**config.mk**
```make
export PLATFORM = sky130hd
export DESIGN_NAME = dmi_responder
export DESIGN_NICKNAME = d
export VERILOG_FILES = /design/src/rtl/dmi_pkg.sv /design/src/rtl/dmi_regbank.sv /design/src/rtl/dmi_responder.sv
export SDC_FILE = /design/constraint.sdc
export NUM_CORES = 1
export LEC_CHECK = 0
export CORE_ASPECT_RATIO = 2
export CORE_MARGIN = 2
export CORE_UTILIZATION = 50
export CTS_BUF_LIST = sky130_fd_sc_hd__clkbuf_8 sky130_fd_sc_hd__clkbuf_16
export DETAILED_ROUTE_END_ITERATION = 6
export PLACE_DENSITY_LB_ADDON = 0.05
export SYNTH_ARGS = -nofsm -noshare
export SYNTH_HDL_FRONTEND = slang
export SYNTH_SLANG_ARGS = --single-unit
```
**constraint.sdc**
```tcl
create_clock -name clk -period 5 [get_ports clk]
set_clock_uncertainty 0.2 [all_clocks]
set_input_delay 1.25 -clock clk [delete_from_list [all_inputs] [get_ports clk]]
set_output_delay 1.25 -clock clk [all_outputs]
set_load 0.05 [all_outputs]
```
**src/rtl/dmi_pkg.sv**
```systemverilog
// Shared types and register addresses for the DMI responder slice.
// Request/response structs mirror the DMI channel payloads.
package dmi_pkg;

  typedef enum logic [1:0] {
    NOP   = 2'd0,
    READ  = 2'd1,
    WRITE = 2'd2,
    RSVD  = 2'd3
  } dmi_op_e;

  typedef enum logic [1:0] {
    SUCCESS = 2'd0,
    FAILED  = 2'd2,
    BUSY    = 2'd3
  } dmi_resp_e;

  localparam logic [6:0] ADDR_DATA0  = 7'h04;
  localparam logic [6:0] ADDR_CTRL   = 7'h10;
  localparam logic [6:0] ADDR_STATUS = 7'h11;
  localparam logic [6:0] ADDR_WRCNT  = 7'h12;
  localparam logic [6:0] ADDR_EXIT   = 7'h13;

  typedef struct packed {
    logic [6:0]  addr;
    dmi_op_e     op;
    logic [31:0] data;
  } dmi_req_t;

  typedef struct packed {
    dmi_resp_e   resp;
    logic [31:0] data;
  } dmi_resp_t;

endpackage

```
**src/rtl/dmi_regbank.sv**
```systemverilog
// Local register bank: address decode, storage, and a single commit port.
// The result is combinational; the caller latches it on the commit edge.
module dmi_regbank
  import dmi_pkg::*;
#(
  parameter int          NUM_DATA    = 4,
  parameter logic [31:0] STATUS_ID   = 32'h0000_0C82,
  parameter logic [31:0] WRCNT_RESET = 32'h0000_0000
) (
  input  logic        clk,
  input  logic        reset,
  input  logic        commit,
  input  dmi_req_t    req,
  output dmi_resp_t   result,
  output logic [31:0] ctrl,
  output logic [31:0] exit
);

  logic [31:0]         scratch_reg [NUM_DATA];
  logic [31:0]         ctrl_reg;
  logic [31:0]         exit_reg;
  logic [31:0]         wr_count_reg;
  logic [NUM_DATA-1:0] scr_hit;
  logic                mapped;
  logic                writable;
  logic [31:0]         rd_data;
  logic                wr_ok;

  for (genvar gi = 0; gi < NUM_DATA; gi++) begin : g_scratch
    assign scr_hit[gi] = (req.addr == 7'(ADDR_DATA0 + gi));

    always_ff @(posedge clk) begin
      if (reset) begin
        scratch_reg[gi] <= '0;
      end else if (wr_ok && scr_hit[gi]) begin
        scratch_reg[gi] <= req.data;
      end
    end
  end

  always_comb begin
    rd_data  = '0;
    mapped   = 1'b0;
    writable = 1'b0;
    for (int i = 0; i < NUM_DATA; i++) begin
      if (scr_hit[i]) begin
        rd_data  = scratch_reg[i];
        mapped   = 1'b1;
        writable = 1'b1;
      end
    end
    case (req.addr)
      ADDR_CTRL: begin
        rd_data  = ctrl_reg;
        mapped   = 1'b1;
        writable = 1'b1;
      end
      ADDR_STATUS: begin
        rd_data = STATUS_ID;
        mapped  = 1'b1;
      end
      ADDR_WRCNT: begin
        rd_data = wr_count_reg;
        mapped  = 1'b1;
      end
      ADDR_EXIT: begin
        rd_data  = exit_reg;
        mapped   = 1'b1;
        writable = 1'b1;
      end
      default: ;
    endcase
  end

  always_comb begin
    result = '{resp: FAILED, data: 32'h0};
    case (req.op)
      NOP: result.resp = SUCCESS;
      READ: begin
        if (mapped) begin
          result.resp = SUCCESS;
          result.data = rd_data;
        end
      end
      WRITE: begin
        if (writable) result.resp = SUCCESS;
      end
      default: ;
    endcase
  end

  assign wr_ok = commit && (req.op == WRITE) && writable;

  // Reads sample wr_count_reg combinationally, so they see the pre-update value.
  always_ff @(posedge clk) begin
    if (reset) begin
      ctrl_reg     <= '0;
      exit_reg     <= '0;
      wr_count_reg <= WRCNT_RESET;
    end else if (wr_ok) begin
      wr_count_reg <= wr_count_reg + 32'd1;
      if (req.addr == ADDR_CTRL) ctrl_reg <= req.data;
      if (req.addr == ADDR_EXIT) exit_reg <= req.data;
    end
  end

  assign ctrl = ctrl_reg;
  assign exit = exit_reg;

endmodule

```
**src/rtl/dmi_responder.sv**
```systemverilog
// DMI target endpoint: accepts one request at a time, executes it against the
// local register bank after LATENCY cycles and holds the response until taken.
module dmi_responder
  import dmi_pkg::*;
#(
  parameter int          NUM_DATA    = 4,
  parameter int          LATENCY     = 1,
  parameter logic [31:0] STATUS_ID   = 32'h0000_0C82,
  parameter logic [31:0] WRCNT_RESET = 32'h0000_0000  // power-on wr_count, for bench preloading
) (
  input  logic        clk,
  input  logic        reset,
  input  logic        debug_req_valid,
  output logic        debug_req_ready,
  input  logic [6:0]  debug_req_bits_addr,
  input  logic [1:0]  debug_req_bits_op,
  input  logic [31:0] debug_req_bits_data,
  output logic        debug_resp_valid,
  input  logic        debug_resp_ready,
  output logic [1:0]  debug_resp_bits_resp,
  output logic [31:0] debug_resp_bits_data,
  output logic [31:0] ctrl,
  output logic [31:0] exit
);

  localparam logic [1:0] ST_IDLE = 2'd0;
  localparam logic [1:0] ST_EXEC = 2'd1;
  localparam logic [1:0] ST_RESP = 2'd2;

  logic [1:0] state_reg;
  logic [3:0] cnt_reg;
  dmi_req_t   req_reg;
  dmi_resp_t  resp_reg;
  dmi_req_t   req_in;
  dmi_req_t   cur_req;
  dmi_resp_t  bank_result;
  logic       accept;
  logic       commit;

  assign req_in = '{addr: debug_req_bits_addr,
                    op:   dmi_op_e'(debug_req_bits_op),
                    data: debug_req_bits_data};

  assign debug_req_ready = (state_reg == ST_IDLE) && !reset;
  assign accept          = debug_req_valid && debug_req_ready;

  // With LATENCY=1 the access happens on the accept edge itself, so the bank
  // must see the live request rather than the captured copy.
  assign cur_req = (state_reg == ST_IDLE) ? req_in : req_reg;
  assign commit  = !reset &&
                   (((state_reg == ST_IDLE) && accept && (LATENCY == 1)) ||
                    ((state_reg == ST_EXEC) && (cnt_reg == 4'd0)));

  dmi_regbank #(
    .NUM_DATA   (NUM_DATA),
    .STATUS_ID  (STATUS_ID),
    .WRCNT_RESET(WRCNT_RESET)
  ) u_regbank (
    .clk   (clk),
    .reset (reset),
    .commit(commit),
    .req   (cur_req),
    .result(bank_result),
    .ctrl  (ctrl),
    .exit  (exit)
  );

  always_ff @(posedge clk) begin
    if (reset) begin
      state_reg <= ST_IDLE;
      cnt_reg   <= '0;
      req_reg   <= '0;
      resp_reg  <= '0;
    end else begin
      case (state_reg)
        ST_IDLE: begin
          if (accept) begin
            req_reg <= req_in;
            if (LATENCY == 1) begin
              state_reg <= ST_RESP;
            end else begin
              state_reg <= ST_EXEC;
              cnt_reg   <= 4'(LATENCY - 2);
            end
          end
        end
        ST_EXEC: begin
          if (cnt_reg == 4'd0) state_reg <= ST_RESP;
          else                 cnt_reg   <= cnt_reg - 4'd1;
        end
        ST_RESP: begin
          if (debug_resp_ready) state_reg <= ST_IDLE;
        end
        default: state_reg <= ST_IDLE;
      endcase
      if (commit) resp_reg <= bank_result;
    end
  end

  assign debug_resp_valid     = (state_reg == ST_RESP);
  assign debug_resp_bits_resp = resp_reg.resp;
  assign debug_resp_bits_data = resp_reg.data;

endmodule

```
==> results of run 1 <==
==> worst paths after layout <==
path	startpoint	to	slack, ns	cells after the start
max reg2reg	state_reg[1]	u_regbank.wr_count_reg[29]	1.45	6
max	reset	debug_req_ready	1.02	3
min reg2reg	debug_resp_bits_data[0]	debug_resp_bits_data[0]	0.25	2
min	debug_resp_bits_data[0]	debug_resp_bits_data[0]	0.25	2
==> logic make-up (layout without fill, tap and decap cells) <==
group                    Yosys count  after routing  share of synthesized area (%)
AO/OA/AOI/OAI                    298            298                           16.1
XOR/XNOR                          17             17                           1.15
adder cells (fa/ha/maj)            1              1                         0.0968
buffers and inverters            105            226                           3.61
flip-flops                       299            299                           56.3
multiplexers                      70             70                           5.50
other                              1              1                         0.0290
AND/OR/NAND/NOR                  481            481                           17.2
==> area by class of cell <==
| cell class | instances | area (sq um) | share of cell area, % |
|---|---|---|---|
| Multi-Input combinational cell | 868 | 5230 | 33.7 |
| Sequential cell | 299 | 7270 | 46.9 |
| Tap cell | 340 | 425 | 2.74 |
| Timing Repair Buffer | 172 | 1680 | 10.9 |
| Inverter | 6 | 22.5 | 0.145 |
| Clock inverter | 19 | 169 | 1.09 |
| Clock buffer | 29 | 703 | 4.54 |
==> worst reg2reg max path: cells and delay by family, from the launching register on <==
| kind | cells | cell delay [ns] |
|---|---|---|
| AND/OR/NAND/NOR | 2 | 0.59 |
| AO/OA/AOI/OAI | 3 | 1.41 |
| flip-flops | 1 | 0.88 |
| multiplexers | 1 | 0.37 |
==> cells in the mapped netlist, types with 5 or more instances <==
cell type	number	area [sq um]
a211oi_1	67	503
inv_1	6	22.5
a2111oi_2	5	75.1
dfxtp_1	171	3420
mux2_2	8	90.1
buf_2	25	125
edfxtp_1	128	3840
a32oi_1	14	123
or3_1	5	31.3
o2111ai_1	7	61.3
nand2_1	135	507
mux2i_1	62	621
xnor2_1	9	78.8
nand2b_1	7	43.8
nand3b_1	42	315
and3_1	8	50.1
o31ai_1	5	37.5
buf_4	7	52.6
a22oi_1	28	210
a222oi_1	17	170
nand3_1	7	35.0
o21ai_0	51	255
xor2_1	8	70.1
clkbuf_1	59	221
nand4_1	10	62.6
a21oi_1	73	365
nor2_1	238	893
buf_1	6	22.5
==> layout by cell type (no fill, tap or decap), drive strengths merged, types with 17 or more instances in the layout <==
master / n
clkbuf: 29
nand3b: 43
a22oi: 28
dfxtp: 171
a222oi: 17
a21oi: 73
a211oi: 68
nor2: 238
buf: 30
mux2i: 62
o21ai: 56
clkdlybuf4s50: 142
edfxtp: 128
nand2: 135
==> per-stage QoR <==
stage | instances | util (%) | area, sq um
5_1_grt | 1733 | 60.7 | 15500
3_3_place_gp | 1685 | 57.3 | 14600
2_1_floorplan | 1272 | - | 12900
3_5_place_dp | 1685 | 57.3 | 14600
4_1_cts | 1733 | 60.7 | 15500
6_report | 1733 | 60.7 | 15500
==> routing by layer <==
| layer | global-route usage (%) | vias up | wire (um) |
|---|---|---|---|
| met1 | 33.4 | 4976 | 14700 |
| li1 | - | 4815 | - |
| met4 | 9.38 | 0 | 1050 |
| met2 | 48.4 | 339 | 19200 |
| met3 | 2.95 | 63 | 1760 |
| met5 | 0 | - | 0 |
==> power by group <==
part           total (mW)  internal (mW)  switching [mW]  leakage [nW]
Clock                2.08           1.16           0.920         0.446
Sequential           2.64           2.60          0.0349          2.70
Combinational       0.432          0.138           0.294          2.31
Total                5.15           3.90            1.25          5.46
==> results by group, run 1 <==
Detailed routing
  – Post-DR wirelength/cell: about 21 um
  – Number of DRC markers in iteration 0: 915
  – Antenna-violating nets left: 0
  – DRC Markers: 4
  – WL final: around 37 mm
  – Vias: a little over 10000
  – Detailed Routing Iterations Pass 1: 7
  – Via-to-Cell Ratio: 5.88

Finish
  – Area Growth Syn to Fin: 20.0%
  – Diodes inserted: 0
  – Fill cells: ~2200
  – Share of cells above drive strength 1: under 10%
  – # nets final: 1419
  – Max reg flops: 128

Setup path
  – Crit-path slowest cell: clkdlybuf4s50_1
  – Critical Path Sink Type: output port
  – Worst-path fanout max: 60
  – CP Class: input port to output port
  – Delay-heaviest family, CP: buffers and inverters
  – CP max stage delay: approximately 0.73 ns
  – Cell Chain, Critical Path: buf_4, nor2_1, clkdlybuf4s50_1
  – Crit path required time: 3.55 ns
  – CP Buf/Inv Count: 2
  – Critical path data arrival time: around 2.5 ns
  – Worst setup SP type: input port

Global route
  – Vias in the first global route: around 10000
  – GRT Total Usage: a little over a quarter
  – Pin count of the biggest net entering global routing: 106
  – Total global routing overflow: 0
  – Global-route wire length before repair: 57.7 mm
  – Initial antenna violation count: 0

Clock tree
  – CTS sink cnt: around 300
  – Clock tree buffer depth: 3
  – CTS resizes: 0
  – Clk root buf: clkbuf_16
  – CTS tree: done
  – CTS H-Tree Depth: 1
  – Total CTS buffers: 26
  – Setup Fix Bufs, Post-CTS: 0
  – # hold bufs at CTS: 0
  – Worst-Skew Late Latency: between 0.5 and 0.6 ns
  – Clock slew at reported path FFs: around 0.07 ns

Placed design
  – Hpwl dp: about 26 mm
  – Post-Place Worst Slack: between 0.9 and 1 ns
  – RePlAce Congestion: between 0.8 and 0.9
  – # port buffers: ~140

Logic synthesis
  – EDFF count, synth: between 100 and 150
  – Net Count, Synth: about 1300
  – Primary FF master, synth: dfxtp_1
  – Register area share after synthesis: a little under three fifths
  – Mapped Avg Cell Area: around 10 sq um
  – Mapped Area: ~13000 sq um
  – Number of cells produced by synthesis: approximately 1300
  – Post-synth cell types: 64
  – FF+latch count, synth: between 200 and 300
  – Synth warnings: 0
  – FFs w/ async S/R, synth: 0%

Die
  – Die Y: between 200 and 250 um
  – Initial Utilization: 50.6%
  – Placeable Area: between 20000 and 30000 sq um
  – Row count: a little over 80
  – Die area: between 20000 and 30000 sq um
  – Io pins: between 100 and 150
  – Chip Width: approximately 120 um

Min path
  – Hold Path Class: flip-flop to flip-flop

Run status
  – Failing checks: design-rule violations
  – Status: finished with violations

Timing
  – Total negative slack: 0 ns
  – Final min period: ~4.0 ns
  – Fin. Hold Viols: 0
  – Final setup fails: 0
  – Worst hold slack: about 0.25 ns
  – Top achievable clock speed: 251 MHz
  – Post-route setup slack: approximately 1.0 ns
  – Normalized max-slew margin: 26.3%
  – Period utilization: approximately four fifths
  – Worst-Margin Slew: 1.11 ns
  – Slew Limit Fails: 0
  – Unrepaired setup endpoints after global routing: false

Job
  – Max Cap Violations: 0

Power
  – PwrDens: about 330 nW/um^2
  – Leakage power: between 5 and 6 nW
  – Worst VDD drop: around 0.00027 V
  – Power Total: 5.15 mW
(Power assumes the default switching activity.)
==> run 2, diff against run 1 <==
==> constraint.sdc (replaced) <==
create_clock -name clk -period 3.9 [get_ports clk]
set_clock_uncertainty 0.2 [all_clocks]
set_input_delay 0.975 -clock clk [delete_from_list [all_inputs] [get_ports clk]]
set_output_delay 0.975 -clock clk [all_outputs]
set_load 0.05 [all_outputs]
==> run 2 against run 1 <==
- clock power up 29%
- sequential power up 28%
- the run now ends clean
- register-to-register slack worse by 0.55 ns
==> results by group, run 2 (synthesized netlist as in run 1, its figures left out) <==
Run status
  – Status: finished clean

Clock tree
  – Setup Fix Bufs, Post-CTS: 0
  – Clock slew at reported path FFs: 0.07 ns
  – Clock tree buffer depth: 3
  – CTS resizes: 0
  – Worst-Skew Late Latency: 0.54 ns
  – # hold bufs at CTS: 0
  – CTS H-Tree Depth: 1
  – CTS sink cnt: around 300
  – Clk root buf: clkbuf_16
  – Total CTS buffers: 26
  – CTS tree: done

Placed design
  – RePlAce Congestion: about 0.9
  – Hpwl dp: between 20 and 25 mm
  – # port buffers: ~140
  – Post-Place Worst Slack: roughly 0.24 ns

Finish
  – Max reg flops: 128
  – Diodes inserted: 0
  – Share of cells above drive strength 1: 8.61%
  – Area Growth Syn to Fin: 21.2%
  – Most frequent cells in the layout: nor2_1 (238), dfxtp_1 (170), clkdlybuf4s50_1 (142), nand2_1 (135), edfxtp_1 (128)
  – Commonest non-fill, non-tap cell in the layout: nor2_1
  – # nets final: between 1000 and 1500

Setup path
  – Delay-heaviest family, CP: buffers and inverters
  – Critical path data arrival time: roughly 2.2 ns
  – Crit path required time: 2.72 ns
  – CP max stage delay: roughly 0.93 ns
  – Critical Path Sink Type: output port
  – R2R Setup Slk: 0.90 ns
  – CP Class: flip-flop to output port
  – Cell Chain, Critical Path: clkdlybuf4s50_1
  – Worst-path fanout max: 28
  – Worst setup SP type: flip-flop
  – CP Buf/Inv Count: 1
  – Crit-path slowest cell: clkdlybuf4s50_1

Timing
  – Normalized max-slew margin: approximately 17%
  – Top achievable clock speed: about 300 MHz
  – Slew Limit Fails: 0
  – Final min period: approximately 3.4 ns
  – Worst hold slack: about 0.26 ns
  – Period utilization: approximately 87%
  – Worst-Margin Slew: between 1 and 1.5 ns
  – Fin. Hold Viols: 0
  – Post-route setup slack: 0.518 ns
  – Unrepaired setup endpoints after global routing: false
  – Total negative slack: 0 ns
  – Final setup fails: 0

Global route
  – Vias in the first global route: roughly 10000
  – Initial antenna violation count: 0
  – Global-route wire length before repair: 55.9 mm
  – Total global routing overflow: 0
  – GRT Total Usage: between 20% and 30%
  – Pin count of the biggest net entering global routing: about 120

Die
  – Die Y: ~230 um
  – Row count: 83
  – Initial Utilization: around half
  – Placeable Area: between 20000 and 30000 sq um
  – Io pins: roughly 150
  – Chip Width: about 120 um
  – Die area: about 27000 sq um

Detailed routing
  – Detailed Routing Iterations Pass 1: 5
  – Via-to-Cell Ratio: between 5 and 6
  – WL final: 35.7 mm
  – DRC Markers: 0
  – Post-DR wirelength/cell: 20.4 um
  – Vias: approximately 10000
  – Number of DRC markers in iteration 0: 1083
  – Antenna-violating nets left: 0

Power
  – Worst VDD drop: about 0.00036 V
  – Leakage power: about 5.6 nW
  – PwrDens: 424 nW/um^2

Job
  – Max Cap Violations: 0

Min path
  – Hold Path Class: flip-flop to flip-flop
## run 2: cell count changes in the layout (fill, tap and decap cells not counted), sizes merged
| cell | previous run | this run |
|---|---|---|
| clkinv | 8 | 4 |
| inv | 11 | 14 |
| clkinvlp | 3 | 1 |
| buf | 30 | 43 |
| clkbuf | 29 | 31 |
## run 2: path summary, 6_finish.rpt
| check | startpoint | to | cells past startpoint |
|---|---|---|---|
| setup / recovery | state_reg[1] | debug_resp_valid | 1 |
| hold / removal | debug_resp_bits_data[13] | debug_resp_bits_data[13] | 2 |
| setup reg to reg | state_reg[1] | debug_resp_bits_data[14] | 8 |
| hold reg to reg | debug_resp_bits_data[13] | debug_resp_bits_data[13] | 2 |
## run 2: layout make-up
type                    instances  area [sq um]
clock buffers                  31           742
inverters                       6          22.5
fillers                      2241          9890
flip-flops and latches        299          7270
repair buffers                185          1820
multi-input cells             868          5230
well taps                     340           425
clock inverters                16           148
## run 2: per-stage QoR
stage / instance area, sq um / cells / power, mW / util [%]
finish: 15700 / 1745 / 6.64 / 61.3
global route: 15700 / 1745 / 6.86 / 61.3
CTS: 15700 / 1745 / 6.69 / 61.3
detailed placement: 14800 / 1698 / 4.01 / 57.8
global placement: 14800 / 1698 / 4.01 / 57.8
floorplan: 12900 / 1272 / 3.78 / -
## run 2: power breakdown
group	internal [mW]	leakage (nW)	switching (mW)
clock	1.55	0.467	1.14
sequential	3.34	2.70	0.0408
combinational	0.191	2.39	0.381
total	5.07	5.56	1.56
## run 2: per-layer routing
layer	vias to the layer above	share of wire [%]	global-route usage [%]	routed length, um
met5	-	0	0	0
met3	62	6.3	2.90	2250
met2	375	51	44.8	18000
met1	4984	41	34.0	14500
met4	0	2.4	8.28	852
li1	4844	-	-	-
## run 2: worst register-to-register path, delay by kind of cell, from the launching register on
family | cells | cell delay, ns
buffers and inverters | 2 | 0.63
and+or+nand+nor | 3 | 0.42
AOI/OAI and AO/OA | 3 | 0.86
DFF | 1 | 0.73
